**config.mk**
```make
export PLATFORM = sky130hd
export DESIGN_NAME = finv_issue_arbiter_flat
export DESIGN_NICKNAME = d
export VERILOG_FILES = /design/src/rtl/finv_issue_arbiter_pkg.sv /design/src/rtl/finv_issue_arbiter_if.sv /design/src/rtl/finv_issue_arbiter_resp_fifo.sv /design/src/rtl/finv_issue_arbiter.sv /design/src/flat_wrapper.sv
export SDC_FILE = /design/constraint.sdc
export NUM_CORES = 1
export LEC_CHECK = 0
export BUFFER_PORTS_ARGS = -buffer_cell sky130_fd_sc_hd__buf_2
export CORE_UTILIZATION = 52
export DETAILED_ROUTE_END_ITERATION = 12
export GPL_TIMING_DRIVEN = 1
export HOLD_SLACK_MARGIN = 0.02
export PLACE_DENSITY_LB_ADDON = 0.12
export SETUP_SLACK_MARGIN = 0.15
export SYNTH_ARGS = -nofsm -noshare
export SYNTH_HDL_FRONTEND = slang
export SYNTH_SLANG_ARGS = --single-unit
```
**constraint.sdc**
```tcl
create_clock -name clk -period 3.35 [get_ports clk]
set_input_delay 0.335 -clock clk [delete_from_list [all_inputs] [get_ports clk]]
set_output_delay 0.335 -clock clk [all_outputs]
set_load 0.1 [all_outputs]
```
**src/rtl/finv_issue_arbiter_pkg.sv**
```systemverilog
// Shared types and helpers for the finv issue arbiter: response entry layout
// and the round-robin pick function.
package finv_issue_arbiter_pkg;

  localparam int FLOAT_W = 32;
  localparam int MAX_REQ = 64;
  localparam int MAX_IDW = 6;

  typedef struct packed {
    logic [MAX_IDW-1:0] id;
    logic [FLOAT_W-1:0] y;
    logic               ovf;
    logic               udf;
  } finv_resp_t;

  // First set bit of valid at or above ptr, wrapping at nreq; returns ptr when nothing is set.
  function automatic int rr_pick(input logic [MAX_REQ-1:0] valid, input int ptr, input int nreq);
    int   idx;
    logic found;
    rr_pick = ptr;
    found   = 1'b0;
    for (int k = 0; k < MAX_REQ; k++) begin
      idx = ptr + k;
      if (idx >= nreq) idx = idx - nreq;
      if (k < nreq && !found && valid[idx[MAX_IDW-1:0]]) begin
        rr_pick = idx;
        found   = 1'b1;
      end
    end
  endfunction

endpackage

```
**src/rtl/finv_issue_arbiter_if.sv**
```systemverilog
// Bundle of requester, finv pipeline and response signals around the arbiter.
// The arbiter uses the slave modport; its environment uses master.
interface finv_issue_arbiter_if #(parameter int NREQ = 2);
  import finv_issue_arbiter_pkg::*;

  localparam int IDW = $clog2(NREQ);

  logic [NREQ-1:0]         req_valid;
  logic [NREQ*FLOAT_W-1:0] req_x;
  logic [NREQ-1:0]         req_ready;
  logic [FLOAT_W-1:0]      finv_x;
  logic [FLOAT_W-1:0]      finv_y;
  logic                    finv_ovf;
  logic                    finv_udf;
  logic                    resp_valid;
  logic                    resp_ready;
  logic [IDW-1:0]          resp_id;
  logic [FLOAT_W-1:0]      resp_y;
  logic                    resp_ovf;
  logic                    resp_udf;

  modport master (
    output req_valid, req_x, resp_ready, finv_y, finv_ovf, finv_udf,
    input  req_ready, finv_x, resp_valid, resp_id, resp_y, resp_ovf, resp_udf
  );

  modport slave (
    input  req_valid, req_x, resp_ready, finv_y, finv_ovf, finv_udf,
    output req_ready, finv_x, resp_valid, resp_id, resp_y, resp_ovf, resp_udf
  );

endinterface

```
**src/rtl/finv_issue_arbiter_resp_fifo.sv**
```systemverilog
// Ordered response FIFO for finv results. Head is read straight from storage
// registers; push and pop may coincide even when full.
module finv_resp_fifo
  import finv_issue_arbiter_pkg::*;
#(
  parameter int DEPTH = 4
) (
  input  logic       clk,
  input  logic       rst,
  input  logic       push,
  input  finv_resp_t push_data,
  input  logic       pop,
  output logic       not_empty,
  output logic       full,
  output finv_resp_t head
);

  localparam int PW = (DEPTH > 1) ? $clog2(DEPTH) : 1;
  localparam int CW = $clog2(DEPTH + 1);

  finv_resp_t     mem [DEPTH];
  logic [PW-1:0]  wrPtr;
  logic [PW-1:0]  rdPtr;
  logic [CW-1:0]  count;
  logic           doPush;
  logic           doPop;

  function automatic logic [PW-1:0] nextPtr(input logic [PW-1:0] p);
    return (p == PW'(DEPTH - 1)) ? '0 : p + PW'(1);
  endfunction

  always_comb begin
    not_empty = (count != '0);
    full      = (count == CW'(DEPTH));
    doPop     = pop && not_empty;
    doPush    = push && (!full || doPop);
    head      = mem[rdPtr];
  end

  always_ff @(posedge clk) begin
    if (rst) begin
      wrPtr <= '0;
      rdPtr <= '0;
      count <= '0;
    end else begin
      if (doPush) wrPtr <= nextPtr(wrPtr);
      if (doPop)  rdPtr <= nextPtr(rdPtr);
      case ({doPush, doPop})
        2'b10:   count <= count + CW'(1);
        2'b01:   count <= count - CW'(1);
        default: count <= count;
      endcase
    end
  end

  // Storage needs no reset: nothing is visible until count says so.
  always_ff @(posedge clk) begin
    if (doPush) mem[wrPtr] <= push_data;
  end

  assert property (@(posedge clk) disable iff (rst) !(push && full && !pop));

endmodule

```
**src/rtl/finv_issue_arbiter.sv**
```systemverilog
// Round-robin issue of NREQ requesters onto one fixed-latency finv pipeline,
// with an id tag pipe, credit counter and ordered response FIFO.
module finv_issue_arbiter
  import finv_issue_arbiter_pkg::*;
#(
  parameter int NREQ  = 2,
  parameter int LAT   = 3,
  parameter int DEPTH = 4
) (
  input  logic                 clk,
  input  logic                 rst,
  finv_issue_arbiter_if.slave  bus
);

  localparam int IDW = $clog2(NREQ);
  localparam int CW  = $clog2(DEPTH + 1);

  logic [MAX_REQ-1:0]        validWide;
  logic [IDW-1:0]            rrPtr;
  logic [IDW-1:0]            grantId;
  logic [CW-1:0]             credits;
  logic                      issue;
  logic                      pop;
  logic [LAT-1:0]            tagValid;
  logic [LAT-1:0][IDW-1:0]   tagId;
  finv_resp_t                pushData;
  finv_resp_t                head;
  logic                      fifoFull;
  logic                      unusedHeadId;

  always_comb begin
    validWide                = '0;
    validWide[NREQ-1:0]      = bus.req_valid;
    grantId                  = IDW'(rr_pick(validWide, int'(rrPtr), NREQ));
    issue                    = !rst && (|bus.req_valid) && (credits != '0);
    pop                      = bus.resp_valid && bus.resp_ready;
    bus.req_ready            = '0;
    bus.finv_x               = '0;
    for (int i = 0; i < NREQ; i++) begin
      if (issue && grantId == IDW'(i)) begin
        bus.req_ready[i] = 1'b1;
        bus.finv_x       = bus.req_x[i*FLOAT_W +: FLOAT_W];
      end
    end
  end

  // A credit taken on issue comes back only when its result leaves the FIFO.
  always_ff @(posedge clk) begin
    if (rst) begin
      rrPtr    <= '0;
      credits  <= CW'(DEPTH);
      tagValid <= '0;
      tagId    <= '0;
    end else begin
      if (issue) rrPtr <= (grantId == IDW'(NREQ - 1)) ? '0 : grantId + IDW'(1);
      case ({issue, pop})
        2'b10:   credits <= credits - CW'(1);
        2'b01:   credits <= credits + CW'(1);
        default: credits <= credits;
      endcase
      tagValid[0] <= issue;
      tagId[0]    <= grantId;
      for (int i = 1; i < LAT; i++) begin
        tagValid[i] <= tagValid[i-1];
        tagId[i]    <= tagId[i-1];
      end
    end
  end

  always_comb begin
    pushData             = '0;
    pushData.id[IDW-1:0] = tagId[LAT-1];
    pushData.y           = bus.finv_y;
    pushData.ovf         = bus.finv_ovf;
    pushData.udf         = bus.finv_udf;
  end

  finv_resp_fifo #(.DEPTH(DEPTH)) u_resp_fifo (
    .clk       (clk),
    .rst       (rst),
    .push      (tagValid[LAT-1]),
    .push_data (pushData),
    .pop       (bus.resp_ready),
    .not_empty (bus.resp_valid),
    .full      (fifoFull),
    .head      (head)
  );

  always_comb begin
    bus.resp_id  = head.id[IDW-1:0];
    bus.resp_y   = head.y;
    bus.resp_ovf = head.ovf;
    bus.resp_udf = head.udf;
    unusedHeadId = ^head.id ^ fifoFull;
  end

endmodule

```
**src/flat_wrapper.sv**
```systemverilog
// flat-port wrapper written by rule: the top's interface ports become plain ports
module finv_issue_arbiter_flat import finv_issue_arbiter_pkg::*;
#(
  parameter int NREQ  = 2,
  parameter int LAT   = 3,
  parameter int DEPTH = 4
)
  (clk, rst, bus_req_valid, bus_req_x, bus_resp_ready, bus_finv_y, bus_finv_ovf, bus_finv_udf, bus_req_ready, bus_finv_x, bus_resp_valid, bus_resp_id, bus_resp_y, bus_resp_ovf, bus_resp_udf);
  finv_issue_arbiter_if #(.NREQ(NREQ)) bus_i ();
  input  logic clk;
  input  logic rst;
  input wire logic [$bits(bus_i.req_valid)-1:0] bus_req_valid;
  input wire logic [$bits(bus_i.req_x)-1:0] bus_req_x;
  input wire logic [$bits(bus_i.resp_ready)-1:0] bus_resp_ready;
  input wire logic [$bits(bus_i.finv_y)-1:0] bus_finv_y;
  input wire logic [$bits(bus_i.finv_ovf)-1:0] bus_finv_ovf;
  input wire logic [$bits(bus_i.finv_udf)-1:0] bus_finv_udf;
  output wire logic [$bits(bus_i.req_ready)-1:0] bus_req_ready;
  output wire logic [$bits(bus_i.finv_x)-1:0] bus_finv_x;
  output wire logic [$bits(bus_i.resp_valid)-1:0] bus_resp_valid;
  output wire logic [$bits(bus_i.resp_id)-1:0] bus_resp_id;
  output wire logic [$bits(bus_i.resp_y)-1:0] bus_resp_y;
  output wire logic [$bits(bus_i.resp_ovf)-1:0] bus_resp_ovf;
  output wire logic [$bits(bus_i.resp_udf)-1:0] bus_resp_udf;
  assign bus_i.req_valid = bus_req_valid;
  assign bus_i.req_x = bus_req_x;
  assign bus_i.resp_ready = bus_resp_ready;
  assign bus_i.finv_y = bus_finv_y;
  assign bus_i.finv_ovf = bus_finv_ovf;
  assign bus_i.finv_udf = bus_finv_udf;
  assign bus_req_ready = bus_i.req_ready;
  assign bus_finv_x = bus_i.finv_x;
  assign bus_resp_valid = bus_i.resp_valid;
  assign bus_resp_id = bus_i.resp_id;
  assign bus_resp_y = bus_i.resp_y;
  assign bus_resp_ovf = bus_i.resp_ovf;
  assign bus_resp_udf = bus_i.resp_udf;
  finv_issue_arbiter #(.NREQ(NREQ), .LAT(LAT), .DEPTH(DEPTH)) u_core (.clk(clk), .rst(rst), .bus(bus_i));
endmodule
```
==> impl_metrics.tcl, run 1 <==
set metrics [dict create \
    status "completed" \
    cts_tree "built" \
    ys_types 37 \
    grt_first_pass_wirelength_microns 19400 \
    vias_per_cell 5.364 \
    rr_worst_depth 9 \
    clkSinkCount 159 \
    period_share 0.7954 \
    min_path_type "in -> reg" \
    nFillCells 831 \
    max_stage_delay_ns 0.45 \
    drtAntennaViolNets 0 \
    start_util 0.5348 \
    cts-root-buf "clkbuf_16" \
    dieWidth_microns 113.1 \
    areaGrowthSynthToFinish_pct 25.56 \
    gr-total-overflow 0 \
    wire_per_inst_microns 17.88 \
    cts_inserted_buffers 17 \
    fp.dieH_microns 113.1 \
    dp_hpwl_microns 8551 \
    seq_area_sq_um 4587 \
    io_pins 173 \
    drt_first_pass_iters 4 \
    placed_cell_area_sq_um 7440 \
    ys_seq_area_frac 0.7137 \
    path_max_fanout 35 \
    synth_warnings 0 \
    fin_area_sq_um 8065 \
    drc 0 \
    num_vias 3873 \
    worstPathRequired_ns 3.64 \
    crit_slowest_cell "or3b_2" \
    avgSynthCellArea_sq_um 16.64 \
    io_buffers 172 \
    post_cts_buffers 0 \
    die_area_sq_um 12800 \
    yosys.cell_count.top_type "edfxtp_1" \
    clk_latency_ns 0.41 \
    synthCells 386 \
    crit_arrival_ns 2.95 \
    timing.fmax_ghz 0.3753 \
    slew_violations 0 \
    synth_nets 497 \
    fin_setup_tns_ns 0 \
    fin_util 0.6715 \
    crit_type "reg -> reg" \
    placeableCoreArea_sq_um 12010 \
    grt.total_usage 0.2103 \
    cts_resized 0 \
    final.min_clock_period_ns 2.665 \
    grt_pass1_vias 3823 \
    hold_buffers 0 \
    multi_input_area_sq_um 1729 \
    yosys-top-cells-count "140 x edfxtp_1, 67 x nand2_1, 35 x a21oi_1, 35 x mux4_2, 19 x dfxtp_1" \
    end_kind "flip-flop" \
    cts.path.max_buffers 2 \
    synthTopCellsByArea "edfxtp_1 65%, mux4_2 12%, dfxtp_1 5.9%" \
    gp_congestion 0.8555 \
    synth_top_area_frac 0.6545 \
    setup_viol 0 \
    leakage_nw 3.065 \
    yosys_most_used_dff "edfxtp_1" \
    yosys.area.top_type "edfxtp_1" \
    finClkSkew_ns 0.004829 \
    finalHoldViolCount 0 \
    tightest_slew_ns 0.9947 \
    p_per_area_nw_per_um2 691.0 \
    row_count 40 \
    drive_gt1_frac 0.4452 \
    antenna_found_initial 2 \
    ys_ff_latch 159 \
    wirelength_microns 12910 \
    drv_cap 0 \
    cp-start-kind "flip-flop" \
    power_w 0.005573 \
    nets 673 \
    diodes 0 \
    h-tree-depth 4 \
    holdPathStages 1 \
    first_iter_violations 258 \
    max_slew_margin 0.3369 \
    synth_edf_count 140 \
    grt_max_degree 36 \
    synth_async_sr_flop_share 0 \
    r2r_slack_ns 0.69 \
    vdd_drop_max_mv 0.3395 \
    syn_area_sq_um 6424 \
    crit_chain "nor3_1 -> nor3_2 -> inv_2 -> ha_1 -> inv_1 -> fa_1 -> xor2_1 -> o21ai_0 -> or3b_2" \
    cts.clk_slew.worst_paths_ns 0.06 \
    rsz0062_at_grt "no" \
]
## sequential cells by signal, summed over array words and instances, names as in the netlist, named ones only
| register | flops |
|---|---|
| u_core.u_resp_fifo.rdPtr | 2 |
| u_core.u_resp_fifo.mem | 140 |
| u_core.tagId | 2 |
| u_core.u_resp_fifo.count | 3 |
| u_core.tagValid | 3 |
| u_core.credits | 3 |
| u_core.u_resp_fifo.wrPtr | 2 |
| u_core.rrPtr | 1 |
| u_core.pushData | 1 |
## cells by family (layout without fill, tap and decap cells)
family          after synthesis  count (layout)  share of synthesized area
compound gates               42              42                    0.03759
xor+xnor                      4               4                   0.005453
fa+ha+maj                     8               8                    0.01792
buf+inv                      27             216                    0.01773
flops                       159             159                     0.7137
mux                          39              39                     0.1297
simple gates                107             107                    0.07791
## where the power goes
part | switching, W | total [W] | leakage, nW | internal, W
Combinational | 0.00101 | 0.00130 | 1.35 | 0.000285
Sequential | 0.0000441 | 0.00225 | 1.42 | 0.00221
Clock | 0.000715 | 0.00202 | 0.298 | 0.00131
Total | 0.00177 | 0.00557 | 3.06 | 0.00380
## worst paths after layout
check	start	to
max reg2reg	u_core.credits[1]	u_core.credits[2]
max	u_core.credits[1]	u_core.credits[2]
min	bus_finv_y[24]	u_core.u_resp_fifo.mem[2][26]
min reg2reg	u_core.tagId[0]	u_core.tagId[1]
## cell usage in the layout (no fill, tap or decap), types with 2 or more instances in the layout
master / Yosys / layout
nor2b_1: 7 / 7
nand2_1: 67 / 67
fa_1: 2 / 2
clkinvlp_4: 0 / 2
clkinv_1: 0 / 3
mux2i_1: 3 / 3
nor2_1: 14 / 14
nand2b_1: 2 / 2
buf_4: 0 / 4
and2_2: 4 / 4
xor2_1: 4 / 4
clkinv_2: 0 / 3
mux4_2: 35 / 35
dfxtp_1: 19 / 17
inv_1: 5 / 5
a21oi_1: 35 / 34
buf_2: 8 / 172
dfxtp_2: 0 / 2
clkbuf_16: 0 / 17
ha_1: 6 / 6
nor3_1: 3 / 3
edfxtp_1: 140 / 140
bufinv_16: 0 / 5
## metal layers
metal | part of all wire | track usage | vias to the layer above
met4 | 0.039 | 0.1123 | 4
li1 | - | - | 1817
met3 | 0.061 | 0.06374 | 28
met1 | 0.38 | 0.2290 | 1859
met5 | 0.0012 | 0 | -
met2 | 0.52 | 0.3693 | 165
## final cells by class
cell class	instances	area share
Tap cell	147	0.02280
Multi-Input combinational cell	200	0.2144
Sequential cell	159	0.5687
Timing Repair Buffer	177	0.1129
Clock buffer	18	0.05321
Clock inverter	14	0.02436
Inverter	7	0.003568
## through the flow
stage	instances	hold WS [ns]	worst slack, ns
after floorplan	386	0.4138	0.4298
after CTS	722	0.1189	0.6755
after global placement	690	0.4231	0.7615
final	722	0.1293	0.6853
after detailed placement	690	0.4220	0.6809
after global routing	722	0.1220	0.5204
## critical path: cells and delay by family, from the launching register on
kind                       cells  cell delay (ns)
and+or+nand+nor                3             0.78
adders and majority gates      2             0.66
buffers and inverters          2             0.47
DFF                            1             0.34
xor gates and xnor gates       1             0.16
AOI/OAI and AO/OA              1             0.14
Power figures use the tool's default switching activity.
==> inputs of run 2 (changes only) <==
Clock period 3.35 ns to 2.75 ns, I/O delays scaled along.
==> run 2 against run 1 <==
- core utilization grew 0.69 points
- routed wire length shrank 1.1%
- clock power grew 21%
- non-clock buffer count grew 2
- register-to-register slack lost 0.22 ns
- worst hold slack lost 0.046 ns
- sequential power grew 21%
- count of clock-buffer cells in the layout grew 9
- clock skew grew 0.0038 ns
- design area grew 1.0%
- global-route usage shrank 0.11 points
- cell count grew 0.42%
- largest power group unchanged
- highest routed layer is now met4
==> impl_metrics.tcl, run 2 (synthesis results as in run 1) <==
set metrics [dict create \
    areaGrowthSynthToFinish_pct 26.84 \
    nFillCells 853 \
    max_slew_margin 0.3646 \
    timing.fmax_ghz 0.4056 \
    setup_viol 0 \
    reg2reg_to "u_core.credits[2]" \
    h-tree-depth 4 \
    startpoint "u_core.credits[0]" \
    switching_power_w 0.002156 \
    nets 675 \
    die_area_sq_um 12800 \
    cp-start-kind "flip-flop" \
    drc 0 \
    r2r-start "u_core.u_resp_fifo.count[0]" \
    vdd_drop_max_mv 0.4288 \
    internal_power_w 0.004637 \
    rsz0062_at_grt "no" \
    p_per_area_nw_per_um2 833.7 \
    layout_common_cells "172 x buf_2, 140 x edfxtp_1, 67 x nand2_1" \
    fin_setup_tns_ns 0 \
    cts.clk_slew.worst_paths_ns 0.06 \
    worstPathRequired_ns 2.48 \
    finalWorstSetupSlack_ns 0.2845 \
    drv_cap 0 \
    rr_worst_depth 9 \
    start_util 0.5348 \
    swShare 0.3174 \
    top_register "u_core.u_resp_fifo.mem" \
    clkSinkCount 159 \
    dpl.cell_count 692 \
    hold_buffers 0 \
    grt_max_degree 36 \
    grt_pass1_vias 3932 \
    slew_violations 0 \
    dp_hpwl_microns 8530 \
    cts_inserted_buffers 17 \
    row_count 40 \
    gp_congestion 0.8249 \
    cts-root-buf "clkbuf_16" \
    wire_per_inst_microns 17.62 \
    placeableCoreArea_sq_um 12010 \
    post_cts_buffers 0 \
    antenna_found_initial 1 \
    finClkSkew_ns 0.008640 \
    grt_first_pass_wirelength_microns 19710 \
    num_vias 3856 \
    tightest_slew_ns 0.9531 \
    cts_resized 1 \
    grt.total_usage 0.2092 \
    drive_gt1_frac 0.4749 \
    clk_latency_ns 0.40 \
    finalHoldViolCount 0 \
    leakage_nw 3.099 \
    dieWidth_microns 113.1 \
    p_comb_frac 0.237 \
    wirelength_microns 12780 \
    min_path_type "in -> reg" \
    r2r_slack_ns 0.47 \
    path_max_fanout 34 \
    vias_per_cell 5.319 \
    stdcell_count 725 \
    pre_cts_ws_ns 0.2614 \
    critical_path.endpoint "bus_finv_x[18]" \
    io_pins 173 \
    status "completed" \
    end_kind "output port" \
    seq_power_share 0.402 \
    drtAntennaViolNets 0 \
    crit_type "reg -> out" \
    crit_arrival_ns 2.19 \
    period_share 0.8965 \
    cts.path.max_buffers 2 \
    drt_first_pass_iters 4 \
    cts_tree "built" \
    power.share.clock 0.360 \
    final_common_cell "buf_2" \
    largest_reg_flops 140 \
    final.min_clock_period_ns 2.465 \
    fp.dieH_microns 113.1 \
    io_buffers 172 \
    gr-total-overflow 0 \
    timing.hold.ws_ns 0.08306 \
    first_iter_violations 291 \
]
-- run 2: cell types whose count changed in the layout (fill, tap and decap cells not counted), sizes merged --
cell and change:
buf +2, bufinv -4, clkbuf +9, clkinv -5
clkinvlp -3, diode +1, inv +3
-- run 2: layout make-up --
type | instances | area (sq um) | area share
sequential | 159 | 4587 | 0.5630
multi-input combinational | 200 | 1779 | 0.2184
clock inverter | 5 | 53.80 | 0.006603
tap | 147 | 183.9 | 0.02257
timing repair buffer | 179 | 913.4 | 0.1121
clock buffer | 27 | 599.3 | 0.07356
antenna | 1 | 2.502 | 0.0003071
inverter | 7 | 28.78 | 0.003532
-- run 2: metrics by stage --
step                cell area [sq um]  utilization  total power (W)
global placement                 7491       0.6236         0.004381
finish                           8148       0.6783         0.006793
floorplan                        6472            -         0.004117
global route                     8145       0.6781         0.006999
CTS                              8145       0.6781         0.006843
detailed placement               7491       0.6236         0.004402
-- run 2: worst min-delay path by stage --
stage	from	endpoint	slack, ns	cells past startpoint
floorplan	bus_finv_udf	u_core.u_resp_fifo.mem[0][0]	0.37	0
global placement	u_core.tagId[0]	u_core.tagId[1]	0.42	1
detailed placement	u_core.tagId[0]	u_core.tagId[1]	0.43	1
CTS	bus_finv_y[27]	u_core.u_resp_fifo.mem[0][29]	0.07	1
global route	bus_finv_y[27]	u_core.u_resp_fifo.mem[0][29]	0.07	1
finish	bus_finv_y[27]	u_core.u_resp_fifo.mem[1][29]	0.08	1
-- run 2: critical path: stages (launching register included) --
cell and delay (ns):
dfxtp_1 0.39, nor3_1 0.08, nor3_2 0.23, inv_2 0.06
buf_4 0.26, a21oi_1 0.28, buf_2 0.48
-- run 2: per-layer routing --
metal	up-vias	GRT usage	wire length, microns
li1	1821	-	-
met1	1870	0.2344	4952
met2	158	0.3869	6946
met3	7	0.05356	727
met4	0	0.07105	148
met5	-	0	0
-- run 2: power groups by stage --
stage	Sequential (W)	Clock [W]	Combinational [W]
2_1_floorplan	0.00277	0	0.00135
3_3_place_gp	0.00278	0	0.00160
3_5_place_dp	0.00278	0	0.00162
4_1_cts	0.00273	0.00248	0.00162
5_1_grt	0.00274	0.00257	0.00169
6_report	0.00273	0.00245	0.00161
